[src/rtl/mem_pkg.sv]
// mem_pkg: type codes, FSM states, byte-enable patterns and alignment helpers for mem_access_ctrl
package mem_pkg;
    localparam logic [2:0] MEM_B  = 3'd0;
    localparam logic [2:0] MEM_BU = 3'd1;
    localparam logic [2:0] MEM_H  = 3'd2;
    localparam logic [2:0] MEM_HU = 3'd3;
    localparam logic [2:0] MEM_W  = 3'd4;
    localparam logic [3:0] BE_B0  = 4'b0001;
    localparam logic [3:0] BE_H0  = 4'b0011;
    localparam logic [3:0] BE_H1  = 4'b1100;
    localparam logic [3:0] BE_W   = 4'b1111;
    typedef enum logic [1:0] {S_IDLE, S_BUSY, S_DONE, S_ERR} state_e;
    function automatic logic is_byte(input logic [2:0] t);
        return t == MEM_B || t == MEM_BU;
    endfunction
    function automatic logic is_half(input logic [2:0] t);
        return t == MEM_H || t == MEM_HU;
    endfunction
    function automatic logic misaligned(input logic [2:0] t, input logic [1:0] a);
        return (is_half(t) && a[0]) || (t == MEM_W && a != 2'b00);
    endfunction
endpackage

[src/rtl/load_extract.sv]
// load_extract: selects the addressed byte/halfword lane of a memory word and extends it
module load_extract
    import mem_pkg::*;
(
    input  logic [31:0] i_word,
    input  logic [2:0]  i_type,
    input  logic [1:0]  i_off,
    output logic [31:0] o_data
);
    logic [7:0]  w_byte;
    logic [15:0] w_half;
    // pick the lane, then sign- or zero-extend by access type; anything else is a full word
    always_comb begin
        w_byte = i_word[{i_off, 3'b000} +: 8];
        w_half = i_off[1] ? i_word[31:16] : i_word[15:0];
        o_data = (i_type == MEM_B)  ? {{24{w_byte[7]}}, w_byte} :
                 (i_type == MEM_BU) ? {24'd0, w_byte} :
                 (i_type == MEM_H)  ? {{16{w_half[15]}}, w_half} :
                 (i_type == MEM_HU) ? {16'd0, w_half} : i_word;
    end
endmodule

[src/rtl/mem_access_ctrl.sv]
// mem_access_ctrl: MEM-stage load/store controller with alignment check, req/ack port and stall
module mem_access_ctrl
    import mem_pkg::*;
#(
    parameter int unsigned ACK_WAIT_MAX = 0
) (
    input  logic        clk,
    input  logic        rst,
    input  logic        req_valid,
    input  logic        req_we,
    input  logic [2:0]  req_type,
    input  logic [31:0] req_addr,
    input  logic [31:0] req_wdata,
    output logic        stall,
    output logic        done,
    output logic [31:0] rdata,
    output logic        adel,
    output logic        ades,
    output logic        bus_err,
    output logic [31:0] badvaddr,
    output logic        dm_req,
    output logic        dm_we,
    output logic [3:0]  dm_be,
    output logic [31:0] dm_addr,
    output logic [31:0] dm_wdata,
    input  logic        dm_ack,
    input  logic [31:0] dm_rdata
);
    state_e      r_state;
    logic [2:0]  r_type;
    logic [1:0]  r_off;
    logic [31:0] r_cnt;
    logic        r_done;
    logic [31:0] r_rdata;
    logic        r_adel;
    logic        r_ades;
    logic        r_berr;
    logic [31:0] r_bv;
    logic        r_dm_req;
    logic        r_dm_we;
    logic [3:0]  r_dm_be;
    logic [31:0] r_dm_addr;
    logic [31:0] r_dm_wdata;
    logic        w_mis;
    logic        w_rsv;
    logic        w_tmo;
    logic [3:0]  w_be;
    logic [31:0] w_wdata;
    logic [31:0] w_ext;

    load_extract u_ext (
        .i_word (dm_rdata),
        .i_type (r_type),
        .i_off  (r_off),
        .o_data (w_ext)
    );

    // request decode: error classification, store lanes and the ack-timeout condition
    always_comb begin
        w_mis   = misaligned(req_type, req_addr[1:0]);
        w_rsv   = req_type > MEM_W;
        w_be    = !req_we ? BE_W :
                  is_byte(req_type) ? BE_B0 << req_addr[1:0] :
                  is_half(req_type) ? (req_addr[1] ? BE_H1 : BE_H0) : BE_W;
        w_wdata = is_byte(req_type) ? {4{req_wdata[7:0]}} :
                  is_half(req_type) ? {2{req_wdata[15:0]}} : req_wdata;
        w_tmo   = (ACK_WAIT_MAX != 0) && (r_cnt == ACK_WAIT_MAX - 1);
    end

    // access FSM; every output except stall is a register updated here
    always_ff @(posedge clk or posedge rst) begin
        if (rst) begin
            r_state    <= S_IDLE;
            r_type     <= MEM_B;
            r_off      <= 2'd0;
            r_cnt      <= '0;
            r_done     <= 1'b0;
            r_rdata    <= '0;
            r_adel     <= 1'b0;
            r_ades     <= 1'b0;
            r_berr     <= 1'b0;
            r_bv       <= '0;
            r_dm_req   <= 1'b0;
            r_dm_we    <= 1'b0;
            r_dm_be    <= '0;
            r_dm_addr  <= '0;
            r_dm_wdata <= '0;
        end else begin
            case (r_state)
                S_IDLE: begin
                    if (req_valid && (w_mis || w_rsv)) begin
                        r_state <= S_ERR;
                        r_done  <= 1'b1;
                        r_adel  <= w_mis && !req_we;
                        r_ades  <= w_mis && req_we;
                        r_rdata <= '0;
                        if (w_mis) r_bv <= req_addr;
                    end else if (req_valid) begin
                        r_state    <= S_BUSY;
                        r_type     <= req_type;
                        r_off      <= req_addr[1:0];
                        r_cnt      <= '0;
                        r_dm_req   <= 1'b1;
                        r_dm_we    <= req_we;
                        r_dm_be    <= w_be;
                        r_dm_addr  <= {req_addr[31:2], 2'b00};
                        r_dm_wdata <= req_we ? w_wdata : '0;
                    end
                end
                S_BUSY: begin
                    if (dm_ack) begin
                        r_state  <= S_DONE;
                        r_done   <= 1'b1;
                        r_dm_req <= 1'b0;
                        if (!r_dm_we) r_rdata <= w_ext;
                    end else if (w_tmo) begin
                        r_state  <= S_ERR;
                        r_done   <= 1'b1;
                        r_berr   <= 1'b1;
                        r_dm_req <= 1'b0;
                        r_rdata  <= '0;
                    end else begin
                        r_cnt <= r_cnt + 32'd1;
                    end
                end
                default: begin
                    r_state <= S_IDLE;
                    r_done  <= 1'b0;
                    r_adel  <= 1'b0;
                    r_ades  <= 1'b0;
                    r_berr  <= 1'b0;
                end
            endcase
        end
    end

    assign stall    = (r_state == S_IDLE && req_valid) || r_state == S_BUSY;
    assign done     = r_done;
    assign rdata    = r_rdata;
    assign adel     = r_adel;
    assign ades     = r_ades;
    assign bus_err  = r_berr;
    assign badvaddr = r_bv;
    assign dm_req   = r_dm_req;
    assign dm_we    = r_dm_we;
    assign dm_be    = r_dm_be;
    assign dm_addr  = r_dm_addr;
    assign dm_wdata = r_dm_wdata;
endmodule
[config.mk]
export PLATFORM = sky130hd
export DESIGN_NAME = mem_access_ctrl
export DESIGN_NICKNAME = d
export VERILOG_FILES = /design/src/rtl/mem_pkg.sv /design/src/rtl/load_extract.sv /design/src/rtl/mem_access_ctrl.sv
export SDC_FILE = /design/constraint.sdc
export NUM_CORES = 1
export LEC_CHECK = 0
export ABC_AREA = 1
export CAP_MARGIN = 20
export CORE_MARGIN = 4
export CORE_UTILIZATION = 46
export CTS_BUF_LIST = sky130_fd_sc_hd__clkbuf_8
export DETAILED_ROUTE_END_ITERATION = 10
export HOLD_SLACK_MARGIN = 0.06
export PLACE_DENSITY = 0.93
export SETUP_SLACK_MARGIN = 0.3
export SYNTH_ARGS = -nofsm -noshare
export SYNTH_HDL_FRONTEND = slang
export SYNTH_SLANG_ARGS = --single-unit
[constraint.sdc]
create_clock -name clk -period 6.6 [get_ports clk]
set_clock_uncertainty 0.1 [all_clocks]
set_input_delay 1.32 -clock clk [delete_from_list [all_inputs] [get_ports clk]]
set_output_delay 1.32 -clock clk [all_outputs]
set_load 0.03 [all_outputs]
# [Yosys cells after proc, flatten, opt, wreduce, memory -nomap -nowiden]
# Index checks and enable logic that the tools add are counted.
[totals] regBits=142 latch_bits=0 mem_bits_rw=0 rom_bits=0 out_inout_bits=139 word_cells=87 n_memories=0
[classes] addsub=0 n_mul=0 n_div=0 n_lt_le_gt_ge=1 eq_ne=14 shift=2 muxes=31 n_bitwise=2 reduce_logical=24
[ops] cell="32-bit two-way mux" n=10
[ops] cell="32-bit case mux with 2 select lines" n=1
[ops] cell="32-bit by 6-bit variable part select with 8-bit output" n=1
[ops] cell="16-bit two-way mux" n=1
[ops] cell="4-bit two-way mux" n=4
[ops] cell="3-bit by 2-bit == test with 1-bit output, second input constant" n=4
[ops] cell="2-bit != test, second input constant" n=5
[ops] cell="1-bit case mux with 2 select lines" n=4
[ops] cell="4-bit AND reduction" n=2
[ops] cell="1-bit two-way mux" n=7
[ops] cell="3-bit by 1-bit == test with 1-bit output, second input constant" n=2
[ops] cell="1-bit logical AND" n=6
[ops] cell="3-bit logical NOT" n=2
[ops] cell="2-bit two-way mux" n=3
[ops] cell="2-bit AND reduction" n=3
[ops] cell="3-bit AND reduction" n=2
[ops] cell="1-bit logical OR" n=5
[ops] cell="2-bit case mux with 2 select lines" n=1
[ops] cell="2-bit nonzero test" n=2
[ops] cell="1-bit by 2-bit << shifter with 4-bit output, first input constant" n=1
[ops] cell="3-bit == test, second input constant" n=1
[ops] cell="3-bit greater-than comparator, second input constant" n=1
[ops] cell="3-bit != test, second input constant" n=1
[ops] cell="2-bit by 1-bit == test with 1-bit output, second input constant" n=1
[ops] cell="other kinds (3)" n=4

# [Depth between registers and ports, before layout]
# Gate-level depths: netlist (run 1).
[depth] depth_word=8 depth_mapped=10 mapped_depth_nobuf=9

# [Modules after synthesis]
# A second synthesis (run 1) with hierarchy kept.
[unflattened] hier_cells=948 hier_area_um2=7229.4
[by_module_without_submodules] mod="mem_access_ctrl" n_inst=1 cells_per_inst=706 area_each_um2=6067.1
[by_module_without_submodules] mod="load_extract" n_inst=1 cells_per_inst=242 area_each_um2=1162.4

# [Worst setup path after synthesis (run 1)]
# No wires, ideal clock.
[synth_timing] path_kind="input to output" start="input port req_valid" end="output port stall" arrival_time_ps=1680 slack_ps=3500 cell_stages=2 n_path_buf=0 path_cell_list="nand2_1 -> nand2_1"
[synth_via] elab_chain_cells=2
[synth_lines] element="from (decl)" line_no="mem_access_ctrl.sv:9" source="input logic req_valid,"
[synth_lines] element="1-bit logical AND" line_no="mem_access_ctrl.sv:137" source="assign stall = (r_state == S_IDLE && req_valid) || r_state == S_BUSY;"
[synth_lines] element="1-bit logical OR" line_no="mem_access_ctrl.sv:137"
[synth_lines] element="to (decl)" line_no="mem_access_ctrl.sv:14" source="output logic stall,"
# No other way between the ends.

# [Worst setup path after layout (run 1)]
# Ends and elaborated chain as after synthesis.

==> key figures, run 1 <==
Drt
  – Drc violations: 0
  – TritonRoute pass-1 iters: 5
  – Detailed Route WL: 21.0 mm
  – Post-DRT Antenna Nets: 0
  – Initial DRC Count: 756
  – Vias per cell: 5.27
  – DR WL/cell: 16.7 µm
  – Vias: 6629

Clock tree
  – Clk root buf: clkbuf_8
  – Resized cells post-CTS: 0
  – CTS max path bufs: 2
  – Num Clock Sinks: 142
  – CTS tree: yes
  – Clock slew at reported path FFs: 0.08 ns
  – # H-tree levels: 4
  – Post-CTS Setup Bufs: 0
  – Inserted Clock Buffers: 17
  – Cts-stage hold buffer count: 0
  – Clock latency at the later pin of the worst-skew pair: 0.44 ns

Worst setup path
  – Crit path max fanout: 4
  – CP Data Required Time: 5.18 ns
  – Startpoint type of the worst setup path: input port
  – Crit path kind: input port to output pin
  – Nature of the critical path endpoint: output pin
  – Worst Path Arrival: 2.85 ns

Layout
  – Most frequent cells in the layout: 322 x nand2_1, 239 x clkdlybuf4s50_1, 142 x dfrtp_1
  – Filler cells: 1083
  – Final Cell Area: 9600 µm²
  – ANT cells: 0
  – Commonest non-fill, non-tap cell in the layout: nand2_1
  – Layout cells sized above 1: 5.39%
  – Utilization after layout: 68.4%
  – Area Overhead vs Synth: 43.4%
  – Final layout net count: 1168

GRT
  – Global-route wire length before repair: 33.1 mm
  – GRT Util Overall: 25.5%
  – Grt ovf: 0
  – Vias in the first global route: 6438
  – Initial antenna violation count: 0
  – Largest net degree at the start of global routing: 101

STA
  – Tmin final: 4.27 ns
  – Final setup viols: 0
  – RSZ-0062 raised after global routing: false
  – F_max: 234 MHz
  – Final Max Slew Viols: 0
  – Final period utilization: 64.7%
  – Setup TNS: 0 ns
  – Post-route setup slack: 2.33 ns
  – Worst-Margin Slew: 0.893 ns
  – Final Hold Viols: 0
  – Slew HR: 40.5%

Synthesis
  – Synth unique cells: 28
  – Post-Synthesis Cells: 849
  – Sequential-to-total area share from yosys stat: 53.1%
  – Synth Cell Area: 6690 µm²
  – Syn Area/Cell: 7.88 µm²
  – #FFs+latches synth: 142
  – Yosys top cell by area: dfrtp_1
  – YS warnings: 0
  – Share of the synthesized area in the top cell type: 53.1%
  – Synth area leaders: dfrtp_1 53%, nand2_1 18%, o21ai_0 6.1%

Place
  – # port buffers: 239
  – GPL Wtd Cong: 0.858
  – Placed cell areas: 9090 µm²
  – Pre-CTS setup slack: 2.06 ns
  – Final HPWL DP: 15.0 mm

Floorplan
  – I/O pins: 243
  – Row count: 43
  – Starting Density: 47.7%
  – Die height: 129 µm
  – Core area: 14000 µm²
  – Die width: 129 µm
  – Die Area: 16500 µm²

Run status
  – Outcome: finished, final reports clean

Power
  – Peak supply drop: 338 µV
  – Tot Pwr: 5.07 mW
  – Pwr/cell area: 528 nW/µm²
  – Pleak: 4.77 nW

Job
  – Max-Cap Viols: 0

Hold path
  – Worst Hold Class: flip-flop to flip-flop
==> flip-flops by register name, indices dropped and copies added, names as in the netlist <==
signal    count
badvaddr     32
dm_we         1
adel          1
dm_req        1
dm_wdata     32
rdata        32
done          1
r_off         2
dm_addr      30
dm_be         4
r_state       2
ades          1
r_type        3
==> per-stage QoR <==
step,cells,hold WS [ns]
finish,1257,0.379
global placement,1223,0.357
floorplan,851,0.465
CTS,1255,0.385
global route,1257,0.411
detailed placement,1223,0.363
==> power breakdown <==
| group | switching (mW) | leakage [nW] | total [mW] | internal, mW |
|---|---|---|---|---|
| combinational | 1.67 | 2.71 | 2.69 | 1.02 |
| sequential | 0.293 | 1.82 | 1.56 | 1.27 |
| clock | 0.360 | 0.233 | 0.816 | 0.456 |
| total | 2.32 | 4.77 | 5.07 | 2.75 |
==> logic make-up after synthesis <==
logic type | Yosys count | share of synthesized area, %
AOI/OAI and AO/OA | 173 | 13.8
buffers and inverters | 130 | 8.37
DFF | 142 | 53.1
other | 1 | 0.0560
and+or+nand+nor | 403 | 24.7
==> Yosys cell counts (all sizes together) <==
cell,count
a21oi,24
a221oi,8
a22oi,2
buf,31
clkbuf,18
conb,1
dfrtp,142
inv,81
nand2,324
nand3,49
nand3b,7
nand4,3
nor2,18
nor3,1
o211ai,1
o21ai,138
or2,1
==> routing by layer <==
metal	global-route usage (%)	up-vias	share of wire, %
li1	-	3139	-
met1	30.4	3098	37
met2	42.7	342	49
met3	8.72	50	11
met4	9.88	0	3.1
met5	0	-	0
==> final cells by class <==
type                    instances  area, µm²  area share, %
repair buffers                243       2450           25.6
flip-flops and latches        142       3550           37.0
clock inverters                15        231           2.41
clock buffers                  17        234           2.44
inverters                      81        309           3.22
well taps                     180        225           2.35
multi-input cells             579       2590           27.0
==> final timing paths <==
check | startpoint | end | slack, ns | cells after the start
max | req_valid | stall | 2.33 | 4
min | done | done | 0.38 | 2
max reg2reg | r_state[1] | rdata[25] | 4.01 | 7
min reg2reg | done | done | 0.38 | 2
max in group asynchronous | rst | dm_wdata[12] | 3.96 | 3
min in group asynchronous | rst | rdata[25] | 1.36 | 2
==> worst max-delay path, cell delays in order <==
cell and delay, ns:
clkdlybuf4s50_1 0.54, nand2_1 0.17, nand2_1 0.10, clkdlybuf4s50_1 0.72
Power figures use the tool's default switching activity.
==> inputs of run 2 (changes only) <==
Settings changed: CORE_UTILIZATION 46 to 42, PLACE_DENSITY 0.93 to 0.9.
Clock period 6.6 ns to 3.78 ns, I/O delays scaled along.
==> run 2 against run 1 <==
Global-route usage fell by 1.5 points. Core utilization fell by 5.9 points. Final cell count rose by 2.9%. Routed wire length rose by 3.2%. Highest routed layer unchanged. Cell area rose by 0.35%. Sequential power rose by 76%. Clock power rose by 53%. Total power rose by 72%. Flip-flop and latch count did not move. Largest cell class unchanged. Combinational power rose by 76%.
==> key figures, run 2 (synthesis results as in run 1) <==
Floorplan
  – Die height: 134 µm (+4.4%)
  – Core area: 15400 µm² (+9.9%)
  – Starting Density: 43.4% (-4.3 points)
  – I/O pins: 243 (unchanged)
  – Row count: 45 (+4.7%)
  – Die Area: 18000 µm² (+8.9%)
  – Die width: 134 µm (+4.4%)

Clock tree
  – # H-tree levels: 4 (unchanged)
  – Clock latency at the later pin of the worst-skew pair: 0.44 ns (about the same)
  – CTS max path bufs: 2 (unchanged)
  – Cts-stage hold buffer count: 0 (unchanged)
  – Post-CTS Setup Bufs: 0 (unchanged)
  – Clk root buf: clkbuf_8
  – Num Clock Sinks: 142 (unchanged)
  – Resized cells post-CTS: 0 (unchanged)
  – CTS tree: yes
  – Inserted Clock Buffers: 17 (unchanged)
  – Clock slew at reported path FFs: 0.08 ns (about the same)

STA
  – Worst-Margin Slew: 0.848 ns (-0.0450 ns)
  – F_max: 328 MHz
  – RSZ-0062 raised after global routing: false
  – Post-route setup slack: 0.734 ns (-1.59 ns)
  – Final setup viols: 0 (unchanged)
  – Final Hold Viols: 0 (unchanged)
  – Final Max Slew Viols: 0 (unchanged)
  – Hold WS: 0.372 ns (-0.00780 ns)
  – Final period utilization: 80.6%
  – Setup TNS: 0 ns (unchanged)
  – Slew HR: 43.3% (+2.9 points)
  – Tmin final: 3.05 ns

GRT
  – Met1 GRT Util: 28.9% (-1.5 points)
  – Global-route wire length before repair: 34.3 mm (+3.8%)
  – Largest net degree at the start of global routing: 61 (-40%)
  – Met3 GRT Util: 9.26% (+0.55 points)
  – Grt met2 use: 38.5% (-4.3 points)
  – Vias in the first global route: 6652 (+3.3%)
  – Grt ovf: 0 (unchanged)
  – Initial antenna violation count: 0 (unchanged)
  – GRT Util Overall: 24.0% (-1.5 points)
  – GR peak layer: met2

Power
  – P_sw: 4.08 mW (+76%)
  – Register share of total power: 31.4% (+0.6 points)
  – Power Internal: 4.63 mW (+69%)
  – Clock group share of total power: 14.3% (-1.8 points)
  – Pwr/cell area: 904 nW/µm² (+71%)
  – Sw Share: 46.8% (+1.0 points)
  – Comb power frac: 54.3% (+1.2 points)
  – Peak supply drop: 598 µV (+77%)
  – Pleak: 4.76 nW (-0.22%)

Layout
  – Most frequent cells in the layout: 322 x nand2_1, 239 x clkdlybuf4s50_1, 142 x dfrtp_1
  – Multi-input logic area: 2590 µm² (unchanged)
  – Post-Layout Cell Count: 1293 (+2.9%)
  – Area Overhead vs Synth: 43.9%
  – Utilization after layout: 62.4% (-5.9 points)
  – ANT cells: 0 (unchanged)
  – Final layout net count: 1173 (+0.43%)
  – Seq. cell area: 3550 µm² (unchanged)
  – Commonest non-fill, non-tap cell in the layout: nand2_1
  – Filler cells: 1305 (+20%)
  – Layout cells sized above 1: 5.82% (+0.44 points)

Worst setup path
  – Startpoint type of the worst setup path: input port
  – Slowest stage delay, CP: 0.67 ns (-0.05 ns)
  – Crit path kind: input port to output pin
  – CP Data Required Time: 2.92 ns (-2.26 ns)
  – Critical path buffers and inverters: 2 (unchanged)
  – Worst path slowest cell: clkdlybuf4s50_1
  – Crit path max fanout: 4 (unchanged)
  – Largest delay contributor family on the critical path: buffers and inverters
  – Crit-path cells: clkdlybuf4s50_1 > nand2_1 > nand2_1 > clkdlybuf4s50_1
  – Worst Path Arrival: 2.19 ns (-0.66 ns)
  – Nature of the critical path endpoint: output pin

Run status
  – Outcome: finished, final reports clean

Drt
  – Vias: 6632 (+0.045%)
  – Vias per cell: 5.13 (-2.7%)
  – Detailed Route WL: 21.6 mm (+3.2%)
  – DR WL/cell: 16.7 µm (+0.29%)
  – Post-DRT Antenna Nets: 0 (unchanged)
  – TritonRoute pass-1 iters: 5 (unchanged)
  – Drc violations: 0 (unchanged)
  – Initial DRC Count: 544 (-28%)

Place
  – # port buffers: 239 (unchanged)
  – Dpl cells: 1261 (+3.1%)
  – Pre-CTS setup slack: 0.599 ns (-1.46 ns)
  – GPL Wtd Cong: 0.946 (+10%)
  – Final HPWL DP: 15.9 mm (+5.9%)

Job
  – Max-Cap Viols: 0 (unchanged)

Hold path
  – Worst Hold Class: flip-flop to flip-flop
[run 2: cell count changes in the layout (fill, tap and decap cells not counted), sizes merged]
cell      delta
buf          +5
bufinv       -3
clkinvlp     +3
inv          -2
clkbuf       +1
clkinv       +1
[run 2: area by class of cell]
cell class,instances,share of cell area [%]
clock buffer,18,2.57
clock inverter,14,1.65
inverter,81,3.19
multi-input combinational,579,26.9
sequential,142,36.9
tap,211,2.74
timing repair buffer,248,26.1
[run 2: worst reg2reg max path: cells and delay by family (launching register included)]
kind | cells | cell delay (ns)
simple gates | 5 | 1.04
flops | 1 | 0.85
buf+inv | 1 | 0.28
compound gates | 1 | 0.23
[run 2: path summary, 6_finish.rpt]
| path | cells after the start | slack [ns] | startpoint | endpoint |
|---|---|---|---|---|
| worst max-delay path | 4 | 0.73 | req_valid | stall |
| worst min-delay path | 2 | 0.37 | dm_be[3] | dm_be[3] |
| worst max register to register | 7 | 1.17 | r_off[1] | rdata[26] |
| worst min register to register | 2 | 0.37 | dm_be[3] | dm_be[3] |
| max in group asynchronous | 3 | 2.09 | rst | dm_addr[10] |
| min in group asynchronous | 2 | 0.72 | rst | done |
[run 2: metrics by stage]
| stage | power (mW) | cell area [µm²] |
|---|---|---|
| 6_report | 8.71 | 9630 |
| 5_1_grt | 9.25 | 9630 |
| 4_1_cts | 8.77 | 9630 |
| 3_5_place_dp | 7.48 | 9230 |
| 3_3_place_gp | 7.36 | 9230 |
| 2_1_floorplan | 5.45 | 6710 |
[run 2: routing by layer]
| layer | vias to the layer above | share of wire [%] |
|---|---|---|
| li1 | 3141 | - |
| met1 | 3121 | 39 |
| met2 | 323 | 47 |
| met3 | 47 | 11 |
| met4 | 0 | 2.9 |
| met5 | - | 0 |
[run 2: power groups by stage]
stage / Clock (mW) / Combinational (mW) / Sequential [mW]
2_1_floorplan: 0 / 1.51 / 3.94
3_3_place_gp: 0 / 4.65 / 2.71
3_5_place_dp: 0 / 4.75 / 2.73
4_1_cts: 1.27 / 4.77 / 2.73
5_1_grt: 1.34 / 5.09 / 2.82
6_report: 1.25 / 4.73 / 2.74
==> inputs of run 3 (changes only) <==
Clock period 3.78 ns to 2.5 ns, I/O delays scaled along.
==> run 3 against run 2 <==
Global-route usage up 0.14 points. Worst setup slack got worse by 0.38 ns. Sequential share of layout area decreased by 0.53 points. Final cell count up 1.1%. Non-clock buffer count grew 14. Register-to-register slack got worse by 0.63 ns. Largest cell class unchanged. Highest routed layer unchanged.
==> key figures, run 3 (synthesis results as in run 1) <==
Run status
  – Outcome: finished, final reports clean

Clock tree
  – # H-tree levels: 4 (unchanged)
  – Clock latency at the later pin of the worst-skew pair: 0.44 ns (about the same)
  – Cts-stage hold buffer count: 0 (unchanged)
  – CTS max path bufs: 2 (unchanged)
  – Clk root buf: clkbuf_8
  – Clock slew at reported path FFs: 0.09 ns (about the same)
  – Inserted Clock Buffers: 17 (unchanged)
  – CTS tree: yes
  – Num Clock Sinks: 142 (unchanged)

STA
  – F_max: 466 MHz
  – Final Hold Viols: 0 (unchanged)
  – Final Max Slew Viols: 0 (unchanged)
  – Final period utilization: 85.8%
  – RSZ-0062 raised after global routing: false
  – Worst-Margin Slew: 0.559 ns (-0.289 ns)
  – Tmin final: 2.15 ns
  – Setup TNS: 0 ns (unchanged)
  – Slew HR: 62.6% (+19 points)
  – Final setup viols: 0 (unchanged)

Worst setup path
  – Startpoint type of the worst setup path: flip-flop
  – Worst Path Arrival: 1.55 ns (-0.64 ns)
  – Crit path kind: flip-flop to output pin
  – Critical path buffers and inverters: 1 (-1)
  – Nature of the critical path endpoint: output pin
  – Worst path slowest cell: clkdlybuf4s50_1
  – Worst R2R Start: r_type[1]
  – WP depth: 1 (-3)
  – Largest delay contributor family on the critical path: buffers and inverters
  – Last element of the critical path: dm_be[0]
  – Crit path max fanout: 2 (-2)
  – Reg2Reg Setup Slack: 0.54 ns (-0.63 ns)
  – Crit-path cells: clkdlybuf4s50_1
  – Worst reg2reg path depth: 8 (+1)
  – Slowest stage delay, CP: 0.73 ns (+0.06 ns)
  – R2r endpoint: rdata[0]
  – Crit. Startpoint: dm_be[0]
  – CP Data Required Time: 1.90 ns (-1.02 ns)

Place
  – Placed cell areas: 9390 µm² (+1.8%)
  – Dpl cells: 1275 (+1.1%)
  – # port buffers: 239 (unchanged)
  – GPL Wtd Cong: 0.950 (+0.38%)
  – Final HPWL DP: 16.0 mm (+0.59%)

Layout
  – Final Cell Area: 9780 µm² (+1.5%)
  – Layout cells sized above 1: 7.39% (+1.6 points)
  – Final layout net count: 1187 (+1.2%)
  – Most frequent cells in the layout: 320 x nand2_1, 235 x clkdlybuf4s50_1, 142 x dfrtp_1
  – ANT cells: 0 (unchanged)
  – Post-Layout Cell Count: 1307 (+1.1%)
  – Area Overhead vs Synth: 46.0%
  – Filler cells: 1306 (+0.077%)
  – Commonest non-fill, non-tap cell in the layout: nand2_1

Drt
  – Vias per cell: 5.13 (about the same)
  – DR WL/cell: 16.6 µm (-0.62%)
  – Post-DRT Antenna Nets: 0 (unchanged)
  – TritonRoute pass-1 iters: 5 (unchanged)
  – Detailed Route WL: 21.7 mm (+0.45%)
  – Drc violations: 0 (unchanged)
  – Initial DRC Count: 609 (+12%)
  – Vias: 6700 (+1.0%)

Floorplan
  – Die width: 134 µm (unchanged)
  – Row count: 45 (unchanged)
  – Core area: 15400 µm² (unchanged)
  – Starting Density: 43.4% (unchanged)
  – I/O pins: 243 (unchanged)
  – Die Area: 18000 µm² (unchanged)
  – Die height: 134 µm (unchanged)

Hold path
  – Worst Hold Class: input port to asynchronous set/reset pin

GRT
  – Initial antenna violation count: 0 (unchanged)
  – Grt ovf: 0 (unchanged)
  – GRT Util Overall: 24.1% (+0.14 points)
  – Largest net degree at the start of global routing: 67 (+9.8%)
  – Vias in the first global route: 6781 (+1.9%)
  – Global-route wire length before repair: 34.5 mm (+0.46%)

Power
  – Tot Pwr: 13.2 mW (+51%)
  – Pwr/cell area: 1350 nW/µm² (+49%)
  – Peak supply drop: 858 µV (+44%)
  – Pleak: 4.86 nW (+2.1%)

Job
  – Max-Cap Viols: 0 (unchanged)
-- run 3: changes by cell type in the layout (fill, tap and decap cells not counted), sizes merged --
cell and delta:
buf +15, clkbuf -1, dlygate4sd2 +1, bufinv -1
clkinvlp +1, clkdlybuf4s50 -4, dlymetal6s2s +2, clkinv +1
-- run 3: layout make-up --
type	count	area (µm²)	share of cell area (%)
repair buffers	262	2680	27.4
inverters	81	308	3.15
well taps	211	264	2.70
flip-flops and latches	142	3550	36.3
clock inverters	15	138	1.41
clock buffers	17	234	2.39
multi-input cells	579	2600	26.6
-- run 3: repair_timing --
| item | in CTS | in global routing |
|---|---|---|
| setup endpoints to repair | 2 | 10 |
| resized for setup | 2 | 4 |
| buffers inserted | 0 | 0 |
-- run 3: metrics by stage --
step / setup slack [ns] / utilization [%] / hold slack (ns)
5_1_grt: 0.300 / 63.4 / 0.305
3_5_place_dp: 0.223 / 60.9 / 0.357
3_3_place_gp: 0.283 / 60.9 / 0.359
4_1_cts: 0.304 / 63.3 / 0.288
6_report: 0.355 / 63.4 / 0.302
2_1_floorplan: 0.123 / - / 0.465
-- run 3: per-layer routing --
layer  vias up  part of all wire [%]  global-route usage [%]
met5         -                     0                       0
met4         0                   3.3                    10.1
met3        50                    11                    9.04
met2       363                    47                    39.1
met1      3118                    39                    29.0
li1       3169                     -                       -
-- run 3: how the worst min path moves through the flow --
stage | start | end | slack, ns | cells past startpoint
after detailed placement | dm_be[3] | dm_be[3] | 0.36 | 2
after global placement | dm_be[1] | dm_be[1] | 0.36 | 2
after CTS | rst | r_type[2] | 0.29 | 2
final | rst | r_type[2] | 0.30 | 2
after global routing | rst | r_type[2] | 0.30 | 2
after floorplan | r_state[1] | rdata[7] | 0.46 | 3
-- run 3: report_power, final --
| part | switching [mW] | internal [mW] |
|---|---|---|
| combinational | 4.51 | 2.81 |
| clock | 0.959 | 0.798 |
| sequential | 0.722 | 3.35 |
